<file path="src/rtl/bcd_xs3_seq_ctrl_if.sv">
// ---------------------------------------------------------------------------
// bcd_xs3_seq_ctrl_if
// Bundle of the handshake and converter signals around bcd_xs3_seq_ctrl.
//
//   in_valid / in_ready / in_bcd   : BCD word input handshake (packed digits)
//   cvt_b / cvt_e                  : digit out to / result back from the shared
//                                    combinational BCD-to-Excess-3 converter
//   out_valid / out_ready          : result word output handshake
//   out_xs3 / err_mask / out_err   : packed Excess-3 result and illegal-digit flags
//   busy                           : controller is stepping through digits
//
// The slave modport is the controller's view; the master modport is the view
// of the surrounding environment (source, converter and sink together).
// ---------------------------------------------------------------------------
interface bcd_xs3_seq_ctrl_if #(
   parameter int DIGITS = 4
);
   logic                  in_valid;
   logic                  in_ready;
   logic [4*DIGITS-1:0]   in_bcd;
   logic [3:0]            cvt_b;
   logic [3:0]            cvt_e;
   logic                  out_valid;
   logic                  out_ready;
   logic [4*DIGITS-1:0]   out_xs3;
   logic [DIGITS-1:0]     err_mask;
   logic                  out_err;
   logic                  busy;

   modport slave (
      input  in_valid, in_bcd, cvt_e, out_ready,
      output in_ready, cvt_b, out_valid, out_xs3, err_mask, out_err, busy
   );

   modport master (
      output in_valid, in_bcd, cvt_e, out_ready,
      input  in_ready, cvt_b, out_valid, out_xs3, err_mask, out_err, busy
   );
endinterface

</file>
<file path="src/rtl/bcd_xs3_seq_ctrl.sv">
// ---------------------------------------------------------------------------
// bcd_xs3_seq_ctrl
// Sequencing controller for one shared 4-bit BCD-to-Excess-3 converter.
// A packed multi-digit BCD word is accepted over a valid/ready handshake,
// presented to the converter one digit per cycle, and the converter results
// are collected into a packed Excess-3 word. Digits above 9 are not converted:
// their result slot is written as zero and their err_mask bit is set.
//
// Parameters:
//   DIGITS    : digits per word (1..16)
//   MSD_FIRST : 0 = process digit 0 first, 1 = digit DIGITS-1 first
//
// Ports:
//   clk   : rising-edge clock
//   rst_n : asynchronous active-low reset
//   bus   : bcd_xs3_seq_ctrl_if.slave (input handshake, converter link,
//           output handshake, result, error flags, busy)
// ---------------------------------------------------------------------------
module bcd_xs3_seq_ctrl #(
   parameter int DIGITS    = 4,
   parameter bit MSD_FIRST = 1'b0
) (
   input  logic              clk,
   input  logic              rst_n,
   bcd_xs3_seq_ctrl_if.slave bus
);

   localparam int W  = 4 * DIGITS;
   localparam int IW = (DIGITS > 1) ? $clog2(DIGITS) : 1;

   localparam logic [IW-1:0] START_IDX = MSD_FIRST ? IW'(DIGITS - 1) : '0;
   localparam logic [IW-1:0] LAST_IDX  = MSD_FIRST ? '0 : IW'(DIGITS - 1);
   localparam logic [IW-1:0] IDX_ONE   = IW'(1);

   typedef enum logic [1:0] {
      IDLE,
      CONV,
      DONE
   } state_t;

   state_t           state_q;
   state_t           state_d;
   logic [W-1:0]     bcd_q;
   logic [W-1:0]     result_q;
   logic [DIGITS-1:0] err_q;
   logic [IW-1:0]    idx_q;

   logic [3:0]       cur_digit;
   logic             accept;
   logic             in_ready_c;
   logic             out_valid_c;
   logic             busy_c;
   logic [3:0]       cvt_b_c;

   // The digit under conversion is selected from the latched word by the
   // registered index, so cvt_b never depends on the live in_bcd pins.
   assign cur_digit = bcd_q[{idx_q, 2'b00} +: 4];

   assign accept = bus.in_valid & in_ready_c;

   // State register.
   always_ff @(posedge clk or negedge rst_n) begin
      if (!rst_n) begin
         state_q <= IDLE;
      end else begin
         state_q <= state_d;
      end
   end

   // Next-state and handshake outputs. in_ready is gated with rst_n so the
   // source never sees a ready while the controller is held in reset. In DONE
   // the ready follows out_ready, which lets a waiting word be accepted on
   // the very edge the result leaves (no IDLE bubble between words).
   always_comb begin
      state_d     = state_q;
      in_ready_c  = 1'b0;
      out_valid_c = 1'b0;
      busy_c      = 1'b0;
      cvt_b_c     = 4'h0;
      case (state_q)
         IDLE: begin
            in_ready_c = rst_n;
            if (bus.in_valid && rst_n) begin
               state_d = CONV;
            end
         end
         CONV: begin
            busy_c  = 1'b1;
            cvt_b_c = cur_digit;
            if (idx_q == LAST_IDX) begin
               state_d = DONE;
            end
         end
         DONE: begin
            out_valid_c = 1'b1;
            in_ready_c  = bus.out_ready & rst_n;
            if (bus.out_ready) begin
               state_d = bus.in_valid ? CONV : IDLE;
            end
         end
         default: begin
            state_d = IDLE;
         end
      endcase
   end

   // Datapath: latch the word and clear the result on accept, then write one
   // converter result (or zero plus an error flag) per CONV cycle. The
   // result and error mask are left alone after the output handshake so a
   // sink may still read them until the next word is taken.
   always_ff @(posedge clk or negedge rst_n) begin
      if (!rst_n) begin
         bcd_q    <= '0;
         result_q <= '0;
         err_q    <= '0;
         idx_q    <= '0;
      end else if (accept) begin
         bcd_q    <= bus.in_bcd;
         result_q <= '0;
         err_q    <= '0;
         idx_q    <= START_IDX;
      end else if (state_q == CONV) begin
         if (cur_digit > 4'd9) begin
            result_q[{idx_q, 2'b00} +: 4] <= 4'h0;
            err_q[idx_q]                  <= 1'b1;
         end else begin
            result_q[{idx_q, 2'b00} +: 4] <= bus.cvt_e;
         end
         if (idx_q != LAST_IDX) begin
            idx_q <= MSD_FIRST ? (idx_q - IDX_ONE) : (idx_q + IDX_ONE);
         end
      end
   end

   assign bus.in_ready  = in_ready_c;
   assign bus.out_valid = out_valid_c;
   assign bus.busy      = busy_c;
   assign bus.cvt_b     = cvt_b_c;
   assign bus.out_xs3   = result_q;
   assign bus.err_mask  = err_q;
   assign bus.out_err   = |err_q;

endmodule
</file>
<file path="src/flat_wrapper.sv">
// flat-port wrapper written by rule: the top's interface ports become plain ports
module bcd_xs3_seq_ctrl_flat 
#(
   parameter int DIGITS    = 4,
   parameter bit MSD_FIRST = 1'b0
)
  (clk, rst_n, bus_in_valid, bus_in_bcd, bus_cvt_e, bus_out_ready, bus_in_ready, bus_cvt_b, bus_out_valid, bus_out_xs3, bus_err_mask, bus_out_err, bus_busy);
  bcd_xs3_seq_ctrl_if #(.DIGITS(DIGITS)) bus_i ();
  input  logic clk;
  input  logic rst_n;
  input wire logic [$bits(bus_i.in_valid)-1:0] bus_in_valid;
  input wire logic [$bits(bus_i.in_bcd)-1:0] bus_in_bcd;
  input wire logic [$bits(bus_i.cvt_e)-1:0] bus_cvt_e;
  input wire logic [$bits(bus_i.out_ready)-1:0] bus_out_ready;
  output wire logic [$bits(bus_i.in_ready)-1:0] bus_in_ready;
  output wire logic [$bits(bus_i.cvt_b)-1:0] bus_cvt_b;
  output wire logic [$bits(bus_i.out_valid)-1:0] bus_out_valid;
  output wire logic [$bits(bus_i.out_xs3)-1:0] bus_out_xs3;
  output wire logic [$bits(bus_i.err_mask)-1:0] bus_err_mask;
  output wire logic [$bits(bus_i.out_err)-1:0] bus_out_err;
  output wire logic [$bits(bus_i.busy)-1:0] bus_busy;
  assign bus_i.in_valid = bus_in_valid;
  assign bus_i.in_bcd = bus_in_bcd;
  assign bus_i.cvt_e = bus_cvt_e;
  assign bus_i.out_ready = bus_out_ready;
  assign bus_in_ready = bus_i.in_ready;
  assign bus_cvt_b = bus_i.cvt_b;
  assign bus_out_valid = bus_i.out_valid;
  assign bus_out_xs3 = bus_i.out_xs3;
  assign bus_err_mask = bus_i.err_mask;
  assign bus_out_err = bus_i.out_err;
  assign bus_busy = bus_i.busy;
  bcd_xs3_seq_ctrl #(.DIGITS(DIGITS), .MSD_FIRST(MSD_FIRST)) u_core (.clk(clk), .rst_n(rst_n), .bus(bus_i));
endmodule
</file>
<file path="config.mk">
export PLATFORM = sky130hd
export DESIGN_NAME = bcd_xs3_seq_ctrl_flat
export DESIGN_NICKNAME = d
export VERILOG_FILES = /design/src/rtl/bcd_xs3_seq_ctrl_if.sv /design/src/rtl/bcd_xs3_seq_ctrl.sv /design/src/flat_wrapper.sv
export SDC_FILE = /design/constraint.sdc
export NUM_CORES = 1
export LEC_CHECK = 0
export CORE_MARGIN = 3
export CORE_UTILIZATION = 50
export CTS_BUF_LIST = sky130_fd_sc_hd__clkbuf_4 sky130_fd_sc_hd__clkbuf_8
export DETAILED_ROUTE_END_ITERATION = 8
export PLACE_DENSITY = 0.83
export SETUP_SLACK_MARGIN = 0.05
export SLEW_MARGIN = 20
export SYNTH_ARGS = -nofsm -noshare
export SYNTH_HDL_FRONTEND = slang
export SYNTH_SLANG_ARGS = --single-unit
</file>
<file path="constraint.sdc">
create_clock -name clk -period 2.2 [get_ports clk]
set_input_delay 0.55 -clock clk [delete_from_list [all_inputs] [get_ports clk]]
set_output_delay 0.55 -clock clk [all_outputs]
set_load 0.1 [all_outputs]
</file>
* Yosys cells after proc, flatten, opt, wreduce, memory -nomap -nowiden *
Index checks and enable logic that the tools add are counted.

word-level totals
  register bits after elaboration = 40
  output and inout port bits = 28
  logic and storage cells = 56

operators by class
  add/sub/neg operators = 2
  $lt $le $gt $ge = 3
  equal/unequal tests = 7
  shifts and indexed selects = 4
  mux-type cells = 22
  bitwise logic cells = 3
  reductions and logical operators = 10

operators by type and width
  kind                     number
  $mux 16                  3
  $bwmux 16                2
  $mux 4                   4
  $shift 4x6->16 const A   1
  $shiftx 16x5->4          1
  $shiftx 4x6->16          1
  $shiftx 4x6->16 const A  1
  $mux 2                   6
  $neg 4->6                1
  $pmux 2 s3               1
  $reduce_bool 2->1        3
  $eq 2x2->1 const B       2
  $gt 4x4->1 const B       1
  $mux 1                   4
  $ne 2x1->1 const B       2
  $ne 2x2->1 const B       2
  $or 4x4->4               1
  $reduce_and 2->1         2
  $reduce_or 4->1          1
  $lt 2x3->1 const B       1
  $reduce_and 3->1         1
  $add 2x1->2 const B      1
  $and 1x1->1              2
  $demux 1 s2              1
  other kinds (5)          6

* Longest topological paths before layout *
Gate-level depths: netlist (run 1).

  depth after elaboration = 8
  mapped depth = 7

* Worst setup path after synthesis (run 1) *
OpenSTA, ideal clock, no wires.

  path type = register -> output
  start point = reg u_core.state_q[1]
  end point = out bus_cvt_b[3]
  arrival time = 2.997 ns
  required time = 1.650 ns
  path slack = -1.347 ns
  cell stages (with the launch flop) = 4
  cells stage by stage = dfrtp_1 clkbuf_1 nor2b_1 and2_1

on the way
  longest elaborated chain between the ends = 2

ends and longest elaborated chain
  item                    RTL line                source
  from (decl)             bcd_xs3_seq_ctrl.sv:41  state_t state_q;
  from (signal assigned)  bcd_xs3_seq_ctrl.sv:66  state_q <= state_d;
  $eq 2x1->1              bcd_xs3_seq_ctrl.sv:80  case (state_q)
  $mux 4                  bcd_xs3_seq_ctrl.sv:80
  to (decl)               flat_wrapper.sv:16      output wire logic [$bits(bus_i.cvt_b)-1:0] bus_cvt_b;

Every way passes these cells.

* Final worst setup path (run 1) *
  start point = reg u_core.idx_q[0]
  end point = out bus_cvt_b[2]

on the way
  longest elaborated chain between the ends = 2

ends and longest elaborated chain
  item                    RTL line                 source
  from (decl)             bcd_xs3_seq_ctrl.sv:46   logic [IW-1:0] idx_q;
  from (signal assigned)  bcd_xs3_seq_ctrl.sv:130  idx_q <= MSD_FIRST ? (idx_q - IDX_ONE) : (idx_q + IDX_ONE);
  $shiftx 16x5->4         bcd_xs3_seq_ctrl.sv:57   assign cur_digit = bcd_q[{idx_q, 2'b00} +: 4];
  $mux 4                  bcd_xs3_seq_ctrl.sv:80

Every way passes these cells.

==> results of run 1 <==
==> kinds of logic after synthesis <==
kind of cell | synth area share
xor gates and xnor gates | 0.00440
muxes | 0.150
adders and majority gates | 0.0377
and+or+nand+nor | 0.125
DFF | 0.503
AOI/OAI and AO/OA | 0.125
buffers and inverters | 0.0547
==> sequential cells by signal, indices dropped and copies added, names as in the netlist <==
register and count:
u_core.bus.err_mask 4, u_core.idx_q 2, u_core.bus.out_xs3 16, u_core.state_q 2, u_core.bcd_q 16
==> per-layer routing <==
metal | GRT usage | up-vias | part of all wire
met5 | 0 | - | 0
met4 | 0.0694 | 0 | 0.012
met3 | 0.0554 | 7 | 0.059
met2 | 0.358 | 49 | 0.53
met1 | 0.244 | 777 | 0.40
li1 | - | 745 | -
==> worst max-delay path: stages (launching register included) <==
cell	delay, ns
dfrtp_2	0.45
buf_6	0.12
mux4_2	0.50
and2_4	0.19
buf_12	0.16
==> cells in the mapped netlist, types with 2 or more instances <==
cell,count,area (um^2)
dfrtp_1,40,1000
mux4_2,2,45.0
mux2_2,16,180
o311ai_0,8,70.1
nor4bb_1,2,20.0
o21ai_0,6,30.0
o22ai_1,4,25.0
nor2b_1,4,25.0
clkbuf_1,5,18.8
mux4_1,2,52.6
o21ai_1,2,10.0
buf_6,2,22.5
a22o_1,2,17.5
o32ai_1,5,43.8
inv_1,13,48.8
mux2i_1,2,20.0
nand3b_1,3,22.5
ha_1,6,75.1
nand3_1,12,60.1
nand4_1,4,25.0
buf_2,3,15.0
nor2_1,4,15.0
and2_1,3,18.8
a32o_1,3,30.0
==> worst paths after layout <==
kind	from	end	slack, ns	cells after the start
min reg2reg	u_core.bcd_q[1]	u_core.bcd_q[1]	0.51	1
max	u_core.idx_q[0]	bus_cvt_b[2]	-0.07	4
max in group asynchronous	rst_n	u_core.idx_q[0]	1.47	2
min in group clk	u_core.bcd_q[1]	u_core.bcd_q[1]	0.51	1
max reg2reg	u_core.idx_q[0]	u_core.bus.err_mask[1]	0.21	6
min	rst_n	u_core.bus.out_xs3[12]	0.35	2
==> cell type report <==
class / count / share of cell area
well taps: 48 / 0.0214
flip-flops and latches: 40 / 0.358
repair buffers: 66 / 0.238
clock inverters: 2 / 0.0125
clock buffers: 6 / 0.0272
multi-input cells: 102 / 0.325
inverters: 13 / 0.0174
==> timing repair <==
action,in CTS,in global routing
gates resized for setup,9,1
endpoints found under the setup margin,5,5
hold buffers,0,0
buffers inserted,4,2
==> stage by stage <==
stage	util	hold slack (ns)	setup slack, ns	setup TNS, ns
2_1_floorplan	-	0.254	-0.104	-0.261
3_3_place_gp	0.704	0.483	0.0831	0
3_5_place_dp	0.704	0.487	0.0588	0
4_1_cts	0.744	0.364	-0.0806	-0.119
5_1_grt	0.749	0.399	-0.133	-0.336
6_report	0.749	0.350	-0.0676	-0.111
==> summary.json, run 1 <==
{
  "antennaDiodeCount": 0,
  "report.final.setup_viol": 3,
  "synthesis.area_um2": 1990,
  "nets": 258,
  "clock.fmax_mhz": 441,
  "violations": "setup timing",
  "cts-root-buf": "clkbuf_8",
  "cts.htree.levels": 2,
  "worst_clock_skew_ns": 0.00426,
  "worst-endpoint-arrival_ns": 1.72,
  "grt_pass1_vias": 1637,
  "timing_worst_setup_path_type": "register to output pin",
  "synth_enable_flop_cells": 0,
  "synthCells": 166,
  "finalCriticalPeriod_ns": 2.27,
  "placed_cells_incl_taps": 263,
  "design.portCount": 52,
  "drt-pass1-iter-count": 4,
  "largest_net_degree_at_the_start_of_global_routing": 42,
  "synthDistinctLibCells": 37,
  "postRouteWirelength_mm": 4.76,
  "port-buffer-count": 51,
  "setup_repair_after_global_routing_missed_its_margin": "yes",
  "final_min_period_over_clock_period": 1.03,
  "yosysWarnings": 0,
  "vias_per_inst": 5.70,
  "max_slew_margin": 0.658,
  "tightestPinTransition_ns": 0.514,
  "syn_nets": 196,
  "dp_hpwl_mm": 3.27,
  "detail-route-antenna-nets": 0,
  "row_count": 22,
  "clk_transition_reported_paths_ns": 0.08,
  "asyncSetResetFlopFracSynth": 1.00,
  "worst-endpoint-required_ns": 1.65,
  "most_common_cell_after_layout_fill_and_taps_aside": "dfrtp_1",
  "placement.cell_area_um2": 2640,
  "clockBufferDepth": 2,
  "layout.cells.most_common_list": "dfrtp_1 (39), buf_4 (32), clkdlybuf4s50_1 (22)",
  "hp-class": "input port to async pin",
  "core_area_um2": 3740,
  "report.final.slew_viol_count": 0,
  "drive_gt1_frac": 0.371,
  "hold_violations": 0,
  "clock_sink_count": 40,
  "grt_pass1_wl_mm": 7.90,
  "gp_congestion": 0.865,
  "critPathLaunchType": "register",
  "die-height_um": 69.1,
  "post_synth.cell_area_avg_um2": 12.0,
  "layout.area.seq_um2": 1000,
  "floorplan.initialDensity": 0.531,
  "synth_seq_area_share": 0.503,
  "insertion_delay_to_the_later_sink_of_the_worst_skew_pair_ns": 0.29,
  "area_growth_syn_to_layout_pct": 40.9,
  "antenna_violations_before_repair": 0,
  "outcome": "finished with violations",
  "finish.instance_area_um2": 2800,
  "worstSetupEndpointType": "output pin",
  "tritoncts": "done",
  "postLayoutSetupSlackWorst_ns": -0.0676,
  "route.vias.total": 1578,
  "postSynth.topFlopCell": "dfrtp_1",
  "initial_detailed_routing_violation_count": 100,
  "timing.max_cap.violations": 0,
  "grt_remaining_overflow": 0,
  "finalNonFillerCells": 277,
  "dieWidth_um": 69.1,
  "multiInputGateArea_um2": 912,
  "groute.usage.overall": 0.205,
  "drc": 0,
  "route.detailed.wl_per_inst_um": 17.2,
  "cts-buffers-inserted": 5,
  "fillCellCount": 264,
  "worst_path_maximum_fanout": 5,
  "post_synthesis_sequential_element_count": 40,
  "design.die.area_um2": 4770
}
Power of run 1 is left out: the tool's default activity adds up to more than one toggle a clock period on the data nets, which glitch-free logic cannot reach.
==> run 2: changes to the inputs <==
--- a/config.mk
+++ b/config.mk
@@ -5,11 +5,12 @@
 export SDC_FILE = /design/constraint.sdc
 export NUM_CORES = 1
 export LEC_CHECK = 0
+export CAP_MARGIN = 20
 export CORE_MARGIN = 3
 export CORE_UTILIZATION = 50
 export CTS_BUF_LIST = sky130_fd_sc_hd__clkbuf_4 sky130_fd_sc_hd__clkbuf_8
 export DETAILED_ROUTE_END_ITERATION = 8
-export PLACE_DENSITY = 0.83
+export PLACE_DENSITY = 0.8
 export SETUP_SLACK_MARGIN = 0.05
 export SLEW_MARGIN = 20
 export SYNTH_ARGS = -nofsm -noshare
==> summary.json, run 2 (same netlist as run 1, synthesis figures left out) <==
{
  "outcome": "finished with violations",
  "violations": "setup timing",
  "vias_per_inst": {"value": 5.75, "change": "+0.98%"},
  "worst-r2r-setup-slack": {"value": 0.27, "unit": "ns", "change": "+0.06 ns"},
  "timing.critical_path.slowest_cell_delay": {"value": 0.55, "unit": "ns", "change": "+0.05 ns"},
  "grt_pass1_wl": {"value": 8.49, "unit": "mm", "change": "+7.4%"},
  "hold_violations": {"value": 0, "change": "unchanged"},
  "port-buffer-count": {"value": 51, "change": "unchanged"},
  "most_common_cell_after_layout_fill_and_taps_aside": "dfrtp_1",
  "design.die.area": {"value": 4770, "unit": "um^2", "change": "unchanged"},
  "area_growth_syn_to_layout_pct": 41.3,
  "fin_hold_ws": {"value": 0.329, "unit": "ns", "change": "-0.0214 ns"},
  "worstSetupEndpointType": "output pin",
  "die-height": {"value": 69.1, "unit": "um", "change": "unchanged"},
  "cts_hold_bufs": {"value": 0, "change": "unchanged"},
  "cts.htree.levels": {"value": 2, "change": "unchanged"},
  "worst-endpoint-arrival": {"value": 1.68, "unit": "ns", "change": "-0.04 ns"},
  "dp_hpwl": {"value": 3.73, "unit": "mm", "change": "+14%"},
  "path_cells": "mux4_2 > and2_4 > buf_12",
  "cts-buffers-inserted": {"value": 5, "change": "unchanged"},
  "final_min_period_over_clock_period": {"value": 1.01, "change": "-0.0176"},
  "grt_remaining_overflow": {"value": 0, "change": "unchanged"},
  "wp_buf_inv": {"value": 1, "change": "-1"},
  "finalCriticalPeriod": {"value": 2.23, "unit": "ns", "change": "-0.0388 ns"},
  "report.final.setup_viol": {"value": 2, "change": "-1"},
  "critPathLaunchType": "register",
  "largest_net_degree_at_the_start_of_global_routing": {"value": 42, "change": "unchanged"},
  "place_ws": {"value": 0.0454, "unit": "ns", "change": "-0.0135 ns"},
  "worst-endpoint-required": {"value": 1.65, "unit": "ns", "change": "about the same"},
  "timing.max_cap.violations": {"value": 0, "change": "unchanged"},
  "timing.critical_path.max_delay_family": "multiplexers",
  "drc": {"value": 0, "change": "unchanged"},
  "route.vias.total": {"value": 1605, "change": "+1.7%"},
  "design.portCount": {"value": 52, "change": "unchanged"},
  "max_slew_margin": {"value": 0.657, "change": "about the same"},
  "route.detailed.wl_per_inst": {"value": 17.9, "unit": "um", "change": "+4.5%"},
  "postRouteWirelength": {"value": 5.01, "unit": "mm", "change": "+5.3%"},
  "clock.fmax": {"value": 449, "unit": "MHz", "change": "+1.7%"},
  "floorplan.initialDensity": {"value": 0.531, "change": "unchanged"},
  "setup_repair_after_global_routing_missed_its_margin": "yes",
  "cts-root-buf": "clkbuf_8",
  "dieWidth": {"value": 69.1, "unit": "um", "change": "unchanged"},
  "ff2ff_path_depth": {"value": 8, "change": "+2"},
  "endpoint_of_the_lowest_slack_register_to_register_path": "u_core.bus.out_xs3[1]",
  "critical_path_slowest_stage_cell": "mux4_2",
  "hp-class": "input port to async pin",
  "report.final.slew_viol_count": {"value": 0, "change": "unchanged"},
  "groute.usage.overall": {"value": 0.221, "change": "+0.0159"},
  "drt-pass1-iter-count": {"value": 4, "change": "unchanged"},
  "postLayoutSetupSlackWorst": {"value": -0.0288, "unit": "ns", "change": "+0.0388 ns"},
  "timing_worst_setup_path_type": "register to output pin",
  "detail-route-antenna-nets": {"value": 0, "change": "unchanged"},
  "layout.cells.most_common_list": "dfrtp_1 (39), buf_4 (36), clkdlybuf4s50_1 (22)",
  "worst_clock_skew": {"value": 0.00890, "unit": "ns", "change": "+0.00464 ns"},
  "gp_congestion": {"value": 0.842, "change": "-2.7%"},
  "core_area": {"value": 3740, "unit": "um^2", "change": "unchanged"},
  "crit-reg2reg-launch": "u_core.idx_q[0]",
  "tritoncts": "done",
  "antenna_violations_before_repair": {"value": 0, "change": "unchanged"},
  "insertion_delay_to_the_later_sink_of_the_worst_skew_pair": {"value": 0.30, "unit": "ns", "change": "about the same"},
  "grt_pass1_vias": {"value": 1758, "change": "+7.4%"},
  "clockBufferDepth": {"value": 2, "change": "unchanged"},
  "worst_path_maximum_fanout": {"value": 6, "change": "+1"},
  "initial_detailed_routing_violation_count": {"value": 87, "change": "-13%"},
  "nets": {"value": 260, "change": "+0.78%"},
  "tightestPinTransition": {"value": 0.513, "unit": "ns", "change": "-0.000364 ns"},
  "clock_sink_count": {"value": 40, "change": "unchanged"},
  "antennaDiodeCount": {"value": 0, "change": "unchanged"},
  "drive_gt1_frac": {"value": 0.377, "change": "+0.00544"},
  "row_count": {"value": 22, "change": "unchanged"},
  "clk_transition_reported_paths": {"value": 0.08, "unit": "ns", "change": "about the same"}
}
==> run 2: through the flow <==
step | std cells | instance area, um^2 | setup TNS (ns) | util
after global routing | 279 | 2810 | -0.221 | 0.751
after global placement | 264 | 2640 | 0 | 0.706
after floorplan | 166 | 2020 | -0.261 | -
after CTS | 276 | 2790 | -0.0229 | 0.745
final | 279 | 2810 | -0.0322 | 0.751
after detailed placement | 264 | 2640 | 0 | 0.706
==> run 2: final cells by class <==
| class | count | area [um^2] |
|---|---|---|
| clock buffers | 5 | 68.8 |
| clock inverters | 3 | 42.5 |
| fillers | 243 | 933 |
| inverters | 13 | 48.8 |
| multi-input cells | 102 | 912 |
| flip-flops and latches | 40 | 1000 |
| well taps | 48 | 60.1 |
| repair buffers | 68 | 676 |
==> run 2: worst max path at each step <==
stage | endpoint | slack [ns] | start | cells after the start
floorplan | bus_cvt_b[3] | -0.10 | u_core.state_q[1] | 3
global placement | bus_in_ready | 0.09 | bus_out_ready | 4
CTS | bus_cvt_b[3] | -0.02 | u_core.idx_q[0] | 3
finish | bus_cvt_b[3] | -0.03 | u_core.idx_q[0] | 3
global route | bus_cvt_b[3] | -0.07 | u_core.idx_q[0] | 3
detailed placement | bus_in_ready | 0.05 | bus_out_ready | 4
==> run 2: routing by layer <==
layer / share of wire / global-route usage
met5: 0 / 0
met4: 0.013 / 0.0759
met3: 0.051 / 0.0612
met2: 0.55 / 0.393
met1: 0.38 / 0.255
==> run 2: worst register-to-register path, stage by stage (launching register included) <==
cell and delay [ns]:
dfrtp_2 0.48, buf_4 0.16, buf_4 0.14, inv_1 0.10, ha_1 0.26, buf_4 0.17
nor2_1 0.23, nand3_1 0.13, o32ai_1 0.15
==> run 2: what timing repair did <==
item / CTS / global route
gates cloned: 0 / 0
buffers inserted: 4 / 3
endpoints found under the setup margin: 5 / 4
gates resized for setup: 8 / 0
Power of run 2 is left out for the same reason.
